==> config.mk <==
export PLATFORM = sky130hd
export DESIGN_NAME = reg_write_ctrl
export DESIGN_NICKNAME = d
export VERILOG_FILES = /design/src/rtl/reg_write_ctrl.sv
export SDC_FILE = /design/constraint.sdc
export NUM_CORES = 1
export LEC_CHECK = 0
export CORE_MARGIN = 5
export CORE_UTILIZATION = 60
export CTS_BUF_LIST = sky130_fd_sc_hd__clkbuf_16
export DETAILED_ROUTE_END_ITERATION = 8
export DONT_BUFFER_PORTS = 1
export MAX_ROUTING_LAYER = met4
export PLACE_DENSITY_LB_ADDON = 0.05
export SLEW_MARGIN = 20
export SYNTH_ARGS = -nofsm -noshare
export SYNTH_HDL_FRONTEND = slang
export SYNTH_SLANG_ARGS = --single-unit
==> constraint.sdc <==
create_clock -name clk -period 6.15 [get_ports clk]
set_clock_uncertainty 0.05 [all_clocks]
set_input_delay 0.9225 -clock clk [delete_from_list [all_inputs] [get_ports clk]]
set_output_delay 0.9225 -clock clk [all_outputs]
set_load 0.1 [all_outputs]
==> src/rtl/reg_write_ctrl.sv <==
// Register-file write controller: merges pipeline writebacks with queued long-latency results.
// Tracks outstanding writes per register. Optional REG_WRITE_CTRL_FWD_EN adds a write-forwarding port.
module reg_write_ctrl #(
  parameter int DEPTH = 4,
  parameter int CW    = 3
) (
  input  logic        clk,
  input  logic        rst,
  input  logic        wb_we,
  input  logic [3:0]  wb_addr,
  input  logic [15:0] wb_data,
  input  logic        wb_r15_we,
  input  logic [15:0] wb_r15_data,
  input  logic        lo_valid,
  output logic        lo_ready,
  input  logic [3:0]  lo_addr,
  input  logic [15:0] lo_data,
  input  logic        lo_r15,
  input  logic [15:0] lo_r15_data,
  input  logic        issue_valid,
  input  logic [3:0]  issue_addr,
  input  logic        issue_r15,
  output logic [3:0]  rf_w_addr,
  output logic [15:0] rf_w_data,
  output logic        rf_reg_we,
  output logic [15:0] rf_w_r15,
  output logic        rf_r15_we,
  output logic [15:0] busy_mask,
  output logic        sb_err
`ifdef REG_WRITE_CTRL_FWD_EN
  ,
  input  logic [3:0]  fwd_addr,
  output logic        fwd_hit,
  output logic [15:0] fwd_data
`endif
);

  localparam int AW = (DEPTH > 1) ? $clog2(DEPTH) : 1;
  localparam logic [AW-1:0] P1    = 1;
  localparam logic [AW:0]   C1    = 1;
  localparam logic [AW:0]   FULLC = (AW+1)'(DEPTH);
  localparam logic [CW-1:0] K1    = 1;

  typedef struct packed {
    logic [3:0]  addr;
    logic [15:0] data;
    logic        r15;
    logic [15:0] r15_data;
  } lo_ent_t;

  lo_ent_t       mem [DEPTH];
  lo_ent_t       head;
  logic [AW-1:0] wr_ptr;
  logic [AW-1:0] rd_ptr;
  logic [AW:0]   count;
  logic          full;
  logic          empty;
  logic          push;
  logic          drain;

  assign head  = mem[rd_ptr];
  assign full  = (count == FULLC);
  assign empty = (count == '0);
  assign lo_ready = rst && !full;
  assign push  = lo_valid && lo_ready;
  // The pipeline never stalls, so the head only takes ports it leaves idle.
  assign drain = rst && !empty && !wb_we
              && !(head.r15 && wb_r15_we)
              && !(wb_r15_we && head.addr == 4'd15);

  always_ff @(posedge clk) begin
    if (push)
      mem[wr_ptr] <= '{lo_addr, lo_data, lo_r15, lo_r15_data};
  end

  always_ff @(posedge clk or negedge rst) begin
    if (!rst) begin
      wr_ptr <= '0;
      rd_ptr <= '0;
      count  <= '0;
    end else begin
      if (push)
        wr_ptr <= wr_ptr + P1;
      if (drain)
        rd_ptr <= rd_ptr + P1;
      if (push && !drain)
        count <= count + C1;
      else if (drain && !push)
        count <= count - C1;
    end
  end

  logic [15:0]   inc;
  logic [15:0]   dec;
  logic [CW-1:0] cnt [16];

  always_comb begin
    inc = '0;
    dec = '0;
    if (issue_valid) begin
      inc[issue_addr] = 1'b1;
      if (issue_r15 && issue_addr != 4'd15)
        inc[15] = 1'b1;
    end
    if (drain) begin
      dec[head.addr] = 1'b1;
      if (head.r15 && head.addr != 4'd15)
        dec[15] = 1'b1;
    end
  end

  always_ff @(posedge clk or negedge rst) begin
    if (!rst) begin
      for (int i = 0; i < 16; i++)
        cnt[i] <= '0;
      sb_err <= 1'b0;
    end else begin
      for (int i = 0; i < 16; i++) begin
        if (inc[i] && !dec[i]) begin
          if (cnt[i] == '1)
            sb_err <= 1'b1;
          else
            cnt[i] <= cnt[i] + K1;
        end else if (dec[i] && !inc[i]) begin
          if (cnt[i] == '0)
            sb_err <= 1'b1;
          else
            cnt[i] <= cnt[i] - K1;
        end
      end
    end
  end

  always_comb begin
    for (int i = 0; i < 16; i++)
      busy_mask[i] = (cnt[i] != '0);
  end

  always_comb begin
    rf_w_addr = '0;
    rf_w_data = '0;
    rf_reg_we = 1'b0;
    rf_w_r15  = '0;
    rf_r15_we = 1'b0;
    if (rst) begin
      if (drain) begin
        rf_reg_we = 1'b1;
        rf_w_addr = head.addr;
        rf_w_data = head.data;
      end else if (wb_we) begin
        rf_reg_we = 1'b1;
        rf_w_addr = wb_addr;
        rf_w_data = wb_data;
      end
      if (drain && head.r15) begin
        rf_r15_we = 1'b1;
        rf_w_r15  = head.r15_data;
      end else if (wb_r15_we) begin
        rf_r15_we = 1'b1;
        rf_w_r15  = wb_r15_data;
      end
    end
  end

`ifdef REG_WRITE_CTRL_FWD_EN
  // R15 port wins, matching register-file write order.
  always_comb begin
    fwd_hit  = 1'b0;
    fwd_data = '0;
    if (rf_r15_we && fwd_addr == 4'd15) begin
      fwd_hit  = 1'b1;
      fwd_data = rf_w_r15;
    end else if (rf_reg_we && rf_w_addr == fwd_addr) begin
      fwd_hit  = 1'b1;
      fwd_data = rf_w_data;
    end
  end
`endif

endmodule

Word-level counts from Yosys, hierarchy flattened. Memory sizes are Yosys's and may differ from the RTL's. Index checks and enable logic that the tools add are counted.

Memories: 1. Bits of input ports: 84. Flip-flop bits (word level): 56. RAM bits: 148. Output and inout port bits: 56. Word-level logic and storage cells: 420.

Equal/unequal tests: 52. Magnitude comparators: 4. Muxes and demuxes: 155. Reductions and logical operators: 152. Add/sub/neg operators: 36.

Memory list: mem (depth 4, width 37, rd ports 1, clocked after Yosys merged registers in 0, write ports 1, RTL line 51) `lo_ent_t mem [DEPTH];`.

Operators by type and width (count): $mux 3 (66); $mux 16 (8); $mux 1 (76); $ne 2x2->1 const B (32); $add 3x1->3 const B (17); $eq 3x3->1 const B (17); $logic_not 3->1 (17); $sub 3x1->3 const B (17); $reduce_and 3->1 (16); $reduce_bool 3->1 (16); $logic_and 1x1->1 (47); $logic_not 1->1 (39); $reduce_bool 2->1 (17); $mux 4 (3); $lt 4x5->1 const B (2); $demux 1 s4 (2); $ge 4x1->1 const B (2); $ne 4x4->1 const B (2); $add 2x1->2 const B (2); $eq 4x4->1 const B (1).

Depth between registers and ports, before layout. Gate-level depths: netlist of run 1.

Word-level depth: 55. Mapped depth: 15. Mapped depth without buffers: 13.

Worst setup path before layout of run 1. OpenSTA, ideal clock, no wires.

Kind: in2out. Start point: input wb_we. End point: output rf_w_r15[0]. Stages on the path: 7. Data arrival time: 4.229 ns. Slack: 0.949 ns. Cells stage by stage: nand2b_1 nor3_1 and2_1 clkbuf_1 clkbuf_1 nand2_1 a21boi_0.

Longest elaborated chain between the ends: 7.

RTL lines: start, declared (RTL line 9) `input logic wb_we,`; $logic_not 1->1 (RTL line 67) `assign drain = rst && !empty && !wb_we`; $logic_and 1x1->1 (RTL line 67); $logic_and 1x1->1 (RTL line 68) `&& !(head.r15 && wb_r15_we)`; $logic_and 1x1->1 (RTL line 69) `&& !(wb_r15_we && head.addr == 4'd15);`; $logic_and 1x1->1 (RTL line 155) `if (drain && head.r15) begin`; $mux 16 (RTL line 155); $mux 16 (RTL line 145) `if (rst) begin`; end, declared (RTL line 26) `output logic [15:0] rf_w_r15,`.

No other way between the ends.

Final worst setup path of run 1.
Start point: register rd_ptr[0]. End point: output rf_reg_we.

Longest elaborated chain between the ends: 7. Elaborated cells on any way between the ends: 10. Those cells by class: eq/ne: 1; mux: 2; reduce/logical: 6; memory: 1.

RTL lines: start, declared (RTL line 54) `logic [AW-1:0] rd_ptr;`; start signal, assigned (RTL line 85) `rd_ptr <= rd_ptr + P1;`; $mem_v2 4x37 *; $eq 4x4->1 or $logic_and 1x1->1 (tied branches) (RTL line 69, 68); $logic_and 1x1->1 or $logic_not 1->1 (tied branches) (RTL line 69, 68); $logic_not 1->1 or $logic_and 1x1->1 (tied branches) (RTL line 69, 68); $logic_and 1x1->1 * (RTL line 69); $mux 1 * (RTL line 146) `if (drain) begin`; $mux 1 * (RTL line 145); end, declared (RTL line 25) `output logic rf_reg_we,`.

Every way passes the cells marked *; elsewhere a longest branch is shown, timed or not.

==> results of run 1 <==
## placed cells by master, fill, tap and decap left out, types with 3 or more instances in the layout
cell type,netlist,final
nor2_1,49,49
ha_1,37,37
nor3b_1,18,18
or3_1,24,24
xor2_1,17,17
a22o_1,16,16
a22oi_1,5,5
bufinv_16,0,5
nor2b_2,0,4
o41ai_1,13,13
nor4_1,3,3
mux4_2,37,37
xnor2_1,4,4
nor3_2,3,3
nand2_1,115,115
nor3_1,21,21
mux2i_1,7,7
o311ai_0,7,7
nor2b_1,12,8
nand2b_1,15,15
nand3_1,49,49
a21boi_2,0,15
nand4_1,11,11
o21ai_0,60,60
a21o_1,12,12
and2_1,5,5
edfxtp_1,148,148
clkinv_1,0,5
nand3b_1,3,3
a221o_1,5,5
and3_1,11,7
and3_2,0,4
clkbuf_16,0,22
dfrtp_1,56,55
fa_1,17,17
buf_4,2,25
a21oi_1,26,26
inv_1,47,47
clkinv_2,0,6
## final timing paths
path | cells after the start | slack (ns) | to | from
worst max-delay path | 5 | 1.35 | rf_reg_we | rd_ptr[0]$_DFFE_PN0N_
worst min-delay path | 0 | 0.05 | wr_ptr[1]$_DFFE_PN0P_ | rst
worst max register to register | 12 | 2.06 | cnt[25]$_DFFE_PN0P_ | rd_ptr[0]$_DFFE_PN0N_
worst min register to register | 1 | 0.47 | count[2]$_DFFE_PN0P_ | count[2]$_DFFE_PN0P_
max in group asynchronous | 0 | 5.88 | cnt[8]$_DFFE_PN0P_ | rst
min in group clk | 0 | 0.44 | mem[2][1]$_DFFE_PP_ | lo_r15_data[1]
## stage by stage
stage / worst slack, ns / area, um^2 / hold WS, ns
global placement: 1.847 / 11390 / 0.4532
finish: 1.348 / 12200 / 0.05215
global route: 1.067 / 12200 / 0.02318
CTS: 1.255 / 12180 / 0.02364
floorplan: 0.9486 / 11040 / 0.4095
detailed placement: 1.844 / 11390 / 0.4542
## cell type report
cell class                 count  share of cell area (%)
sequential                   204                   47.94
multi-input combinational    643                   40.24
clock buffer                  22                   4.514
tap                          229                   2.349
clock inverter                18                   1.939
timing repair buffer          25                   1.539
inverter                      48                   1.477
## cell usage after synthesis (24+ instances only)
master,n
mux4_2,37
or3_1,24
nand2_1,115
ha_1,37
nor2_1,49
dfrtp_1,56
inv_1,47
nand3_1,49
edfxtp_1,148
clkbuf_1,43
a21oi_1,26
o21ai_0,60
## kinds of logic (layout without fill, tap and decap cells)
kind of cell,count (synthesis),after routing
AO/OA/AOI/OAI,180,180
buffers and inverters,98,113
AND/OR/NAND/NOR,343,343
flip-flops,204,204
adder cells (fa/ha/maj),54,54
XOR/XNOR,21,21
multiplexers,45,45
## flip-flops by register name (all words and copies together), names as in the netlist
signal / flops
sb_err: 1
rd_ptr: 2
mem: 148
wr_ptr: 2
cnt: 48
count: 3
## power by group
part	internal, W	switching [W]	leakage (nW)
Combinational	0.000734	0.00165	2.20
Clock	0.000868	0.000546	0.385
Sequential	0.00174	0.000406	2.07
## layer usage
metal	GRT usage, %	wire [um]
met4	5.224	476
met3	6.291	1836
met5	-	0
met2	39.90	12530
met1	27.41	9202
==> metrics.txt, run 1 <==
Synth top area share=40.24%; gp weighted congestion=around 0.85; Final Cycle Share=between 70% and 80%; post-detail-place hpwl=16640 um; area leader, netlist=edfxtp_1; crit path capture type=output pin; DRT antenna net count=0; pwr dens=approximately 490 nW/um^2; PostCTS Resize Cnt=0; fraction of layout cells with a size suffix above 1=13.65%; Post-Synth Simple-Gate Area=15.31%; post-layout min period=between 4 and 5 ns; synthesized area per cell=11.69 um^2; Unique masters post-synth=56; compound-cell area share of the yosys netlist=11.06%; Async SR Flop Fraction=27.45%; predominant post-synthesis flop cell=edfxtp_1; CTS tree=built; Chip Width=145.7 um; placed cells=1149; die height=145.7 um; Worst setup SP type=flop; final slew viol count=0; total grt overflow=0; Buf/Inv on CP=1; vias in the first global route=7579; clock transition at the registers of the reported paths=0.06 ns; setup TNS=0 ns; Clk Latency, worst-skew pair=0.52 ns; Post-Syn Instances=approximately 950; cell family with most CP delay=compound AO/OA/AOI/OAI gates; core footprint=18020 um^2; critical-path cell list=mux4_2, a41o_1, a211oi_4, buf_4, o21a_1; clock net sink count=204; Yosys reg bits=204; fillers=1326; initial antenna violation count=0; htree depth=1; diode count=0; Max clock buf depth=3; Slowest Stage Delay on Critical Path=between 0.9 and 1 ns; Data arrival, critical path=3.83 ns; hold buffer count at CTS=0; post-route insts no fill=1189; Worst Max-Slew Pin Slew=around 1.2 ns; first-pass GRT wire length=39100 um; DR vias=7405; RSZ-0062 raised after global routing=false; Util after Layout=67.66%; row count=49; # Post-CTS Setup Buffers=0; xor/xnor share of the synthesized area=1.665%; Seq/Total Area, Yosys=a little over half; Setup violations, final=0; EDFF count, synth=148; CP max FO=26; I/O Buffers=0; Peak Freq=0.2082 GHz; Crit Path Category=reg2out; maximum VDD drop=0.4842 mV; final WL=24040 um; MaxCap Viol Count=0; top cells by area, synth=edfxtp_1 40%, dfrtp_1 13%, mux4_2 7.5%, ha_1 4.2%, nand2_1 3.9%; NumNets Final=about 1100; Pwr Total=0.005948 W; Leakage=between 4 and 5 nW; DRC violations left=0; adder-cell share of the synthesized area=roughly 7.3%; I/O pins=140; yosys warns=0; GRT Util Overall=23.18%; Max-slew headroom=between 10% and 20%; status=finished, final reports clean; Required @ worst endpoint=5.18 ns; DRT iter0 DRCs=527; largest family of logic cells by synthesized area=simple AND/OR/NAND/NOR gates; Hold Vio Cnt, Final=0; 1st-pass router iterations=8; Post-Syn Nets=1083; Crit-path slowest cell=dfrtp_2; area of the multi-input gates=4907 um^2; Hold/Removal Path Class=in2async; area delta synth->final=10.42%; proportion of synthesized area in mux cells=under 10%; register area=5847 um^2; root buffer cell=clkbuf_16; Avg Vias per Cell=6.228; Mapped Area=11040 um^2; Routed wire per std cell=20.22 um; largest net degree at the start of global routing=82; die footprint=~21000 um^2; initial core utilization=61.27%; number of CTS-inserted buffers=22
(Power assumes the default switching activity.)
==> run 2: changes to the inputs <==
- CORE_UTILIZATION: 60 -> 58
- clock period: 6.15 -> 3.85 ns (I/O delays scaled with it)
==> run 2 against run 1 <==
Effect of this change: combinational power is 75% higher; largest power group unchanged; worst hold slack better by 0.040 ns; critical path depth is 2 higher.
==> metrics.txt, run 2 (synthesis gave the netlist of run 1 again) <==
total grt overflow=0; Top Registers=mem: 148 flops, cnt: 48 flops, count: 3 flops; Chip Width=148.0 um; Placement Cell Area=~12000 um^2; Worst Max-Slew Pin Slew=1.021 ns; RSZ-0062 raised after global routing=false; Internal=roughly 0.0052 W; final instance area=12600 um^2; gp weighted congestion=0.9020; clock transition at the registers of the reported paths=0.06 ns; Leakage=slightly below 5 nW; most frequent cells in the layout=148 x edfxtp_1, 115 x nand2_1, 60 x o21ai_0; first-pass GRT wire length=around 40000 um; setup TNS=0 ns; fraction of layout cells with a size suffix above 1=15.96%; post-detail-place hpwl=17100 um; max FFs per register=148; register area=5848 um^2; hold_sp=lo_data[7]; Hold Path Stages=0; Setup violations, final=0; Peak Freq=around 0.28 GHz; row count=50; Max-slew headroom=31.94%; area of the multi-input gates=around 5000 um^2; Worst R2R Start=rd_ptr[0]$_DFFE_PN0N_; htree depth=1; 1st-pass router iterations=5; status=finished, final reports clean; vias in the first global route=7707; die height=roughly 150 um; # Post-CTS Setup Buffers=0; DR vias=roughly 7600; worst reg-to-reg path cell count=11; I/O pins=140; most flop-heavy register=mem; grt met2 use=a little over 40%; DRC violations left=0; post-layout min period=3.570 ns; Routed wire per std cell=about 20 um; Global Route met3 Usage=under 10%; Buf/Inv on CP=2; Crit Path Category=reg2out; Slowest Stage Delay on Critical Path=around 0.54 ns; grt peak-use layer=met2; diode count=0; DRT antenna net count=0; Final Cycle Share=roughly 93%; Crit-path slowest cell=mux4_2; area delta synth->final=14.09%; die footprint=21900 um^2; initial antenna violation count=0; number of CTS-inserted buffers=23; CTS tree=built; DRT iter0 DRCs=roughly 480; Worst setup SP type=flop; hold path endpoint=mem[3][24]$_DFFE_PP_; Hold Vio Cnt, Final=0; MaxCap Viol Count=0; cell family with most CP delay=compound AO/OA/AOI/OAI gates; maximum VDD drop=0.4731 mV; Data arrival, critical path=2.94 ns; Avg Vias per Cell=6.224; final slew viol count=0; fillers=1353; CP max FO=22; GR Util met1=28.36%; Sw Pwr=approximately 0.0043 W; Clk Latency, worst-skew pair=0.52 ns; Hold/Removal Path Class=in2reg; clock net sink count=between 200 and 250; GRT Util Overall=23.54%; critical-path cell list=mux4_2, a41o_1, a211oi_4, buf_4, a22oi_1, nor2b_2, buf_12; Seq pwr share=35.1%; commonest non-fill, non-tap cell in the layout=edfxtp_1; Critical R2R Capture=sb_err$_DFF_PN0_; initial core utilization=59.04%; root buffer cell=clkbuf_16; largest net degree at the start of global routing=57; Switching Share=45.03%; Max clock buf depth=3; Required @ worst endpoint=3.22 ns; crit path capture type=output pin; R2R setup slack=approximately 0.31 ns; I/O Buffers=0; core footprint=18710 um^2; Clock power frac=21.2%; final WL=24920 um; NumNets Final=around 1100; power share of the combinational group=43.8%; pwr dens=757.5 nW/um^2
[run 2: worst max path at each step]
| stage | startpoint | end | slack [ns] | depth (start not counted) |
|---|---|---|---|---|
| finish | rd_ptr[0]$_DFFE_PN0N_ | rf_w_addr[2] | 0.28 | 7 |
| global route | rd_ptr[0]$_DFFE_PN0N_ | sb_err$_DFF_PN0_ | 0.08 | 9 |
| CTS | rd_ptr[0]$_DFFE_PN0N_ | sb_err$_DFF_PN0_ | 0.22 | 9 |
| detailed placement | rd_ptr[0]$_DFFE_PN0N_ | sb_err$_DFF_PN0_ | 0.23 | 11 |
| global placement | rd_ptr[0]$_DFFE_PN0N_ | sb_err$_DFF_PN0_ | 0.33 | 9 |
| floorplan | rd_ptr[0]$_DFFE_PN0N_ | rf_w_addr[0] | 0.003 | 6 |
[run 2: area by class of cell]
type | count | area share [%]
repair buffers | 53 | 5.422
well taps | 234 | 2.324
flip-flops and latches | 204 | 46.41
clock buffers | 23 | 4.568
clock inverters | 19 | 1.013
inverters | 48 | 1.430
multi-input cells | 643 | 38.83
[run 2: through the flow]
step / cells / setup slack, ns / power, W / util [%] / hold slack, ns
3_3_place_gp: 1180 / 0.3323 / 0.007386 / 63.40 / 0.2356
5_1_grt: 1224 / 0.08406 / 0.01007 / 67.36 / 0.07216
3_5_place_dp: 1180 / 0.2339 / 0.007555 / 63.40 / 0.2349
2_1_floorplan: 945 / 0.002784 / 0.006650 / - / 0.2319
4_1_cts: 1224 / 0.2207 / 0.009614 / 67.36 / 0.07926
6_report: 1224 / 0.2801 / 0.009546 / 67.36 / 0.09167
[run 2: worst register-to-register path: stages, from the launching register on]
cell	delay, ns
dfrtp_2	0.47
mux4_2	0.57
a211o_1	0.35
nor2_1	0.12
and2_1	0.22
nand2_1	0.09
ha_1	0.29
and3_1	0.25
a32oi_1	0.17
nand3_1	0.15
a2111oi_1	0.52
nand4_1	0.15
[run 2: power groups by stage]
stage                     Sequential, W  Combinational, W  Clock, W
after global placement          0.00333           0.00406         0
after floorplan                 0.00311           0.00354         0
after detailed placement        0.00338           0.00417         0
final                           0.00335           0.00418   0.00202
after global routing            0.00343           0.00446   0.00217
after CTS                       0.00334           0.00422   0.00206
[run 2: repair_timing]
item                                    in CTS  in global routing
gates resized for setup                      0                  1
endpoints found under the setup margin       0                  1
hold buffers                                 2                  0
endpoints found under the hold margin       56                  0
[run 2: routing by layer]
| layer | vias to the layer above | part of all wire (%) |
|---|---|---|
| met5 | - | 0 |
| met4 | 0 | 2.5 |
| met3 | 44 | 7.1 |
| met2 | 225 | 52 |
| met1 | 3778 | 39 |
| li1 | 3571 | - |
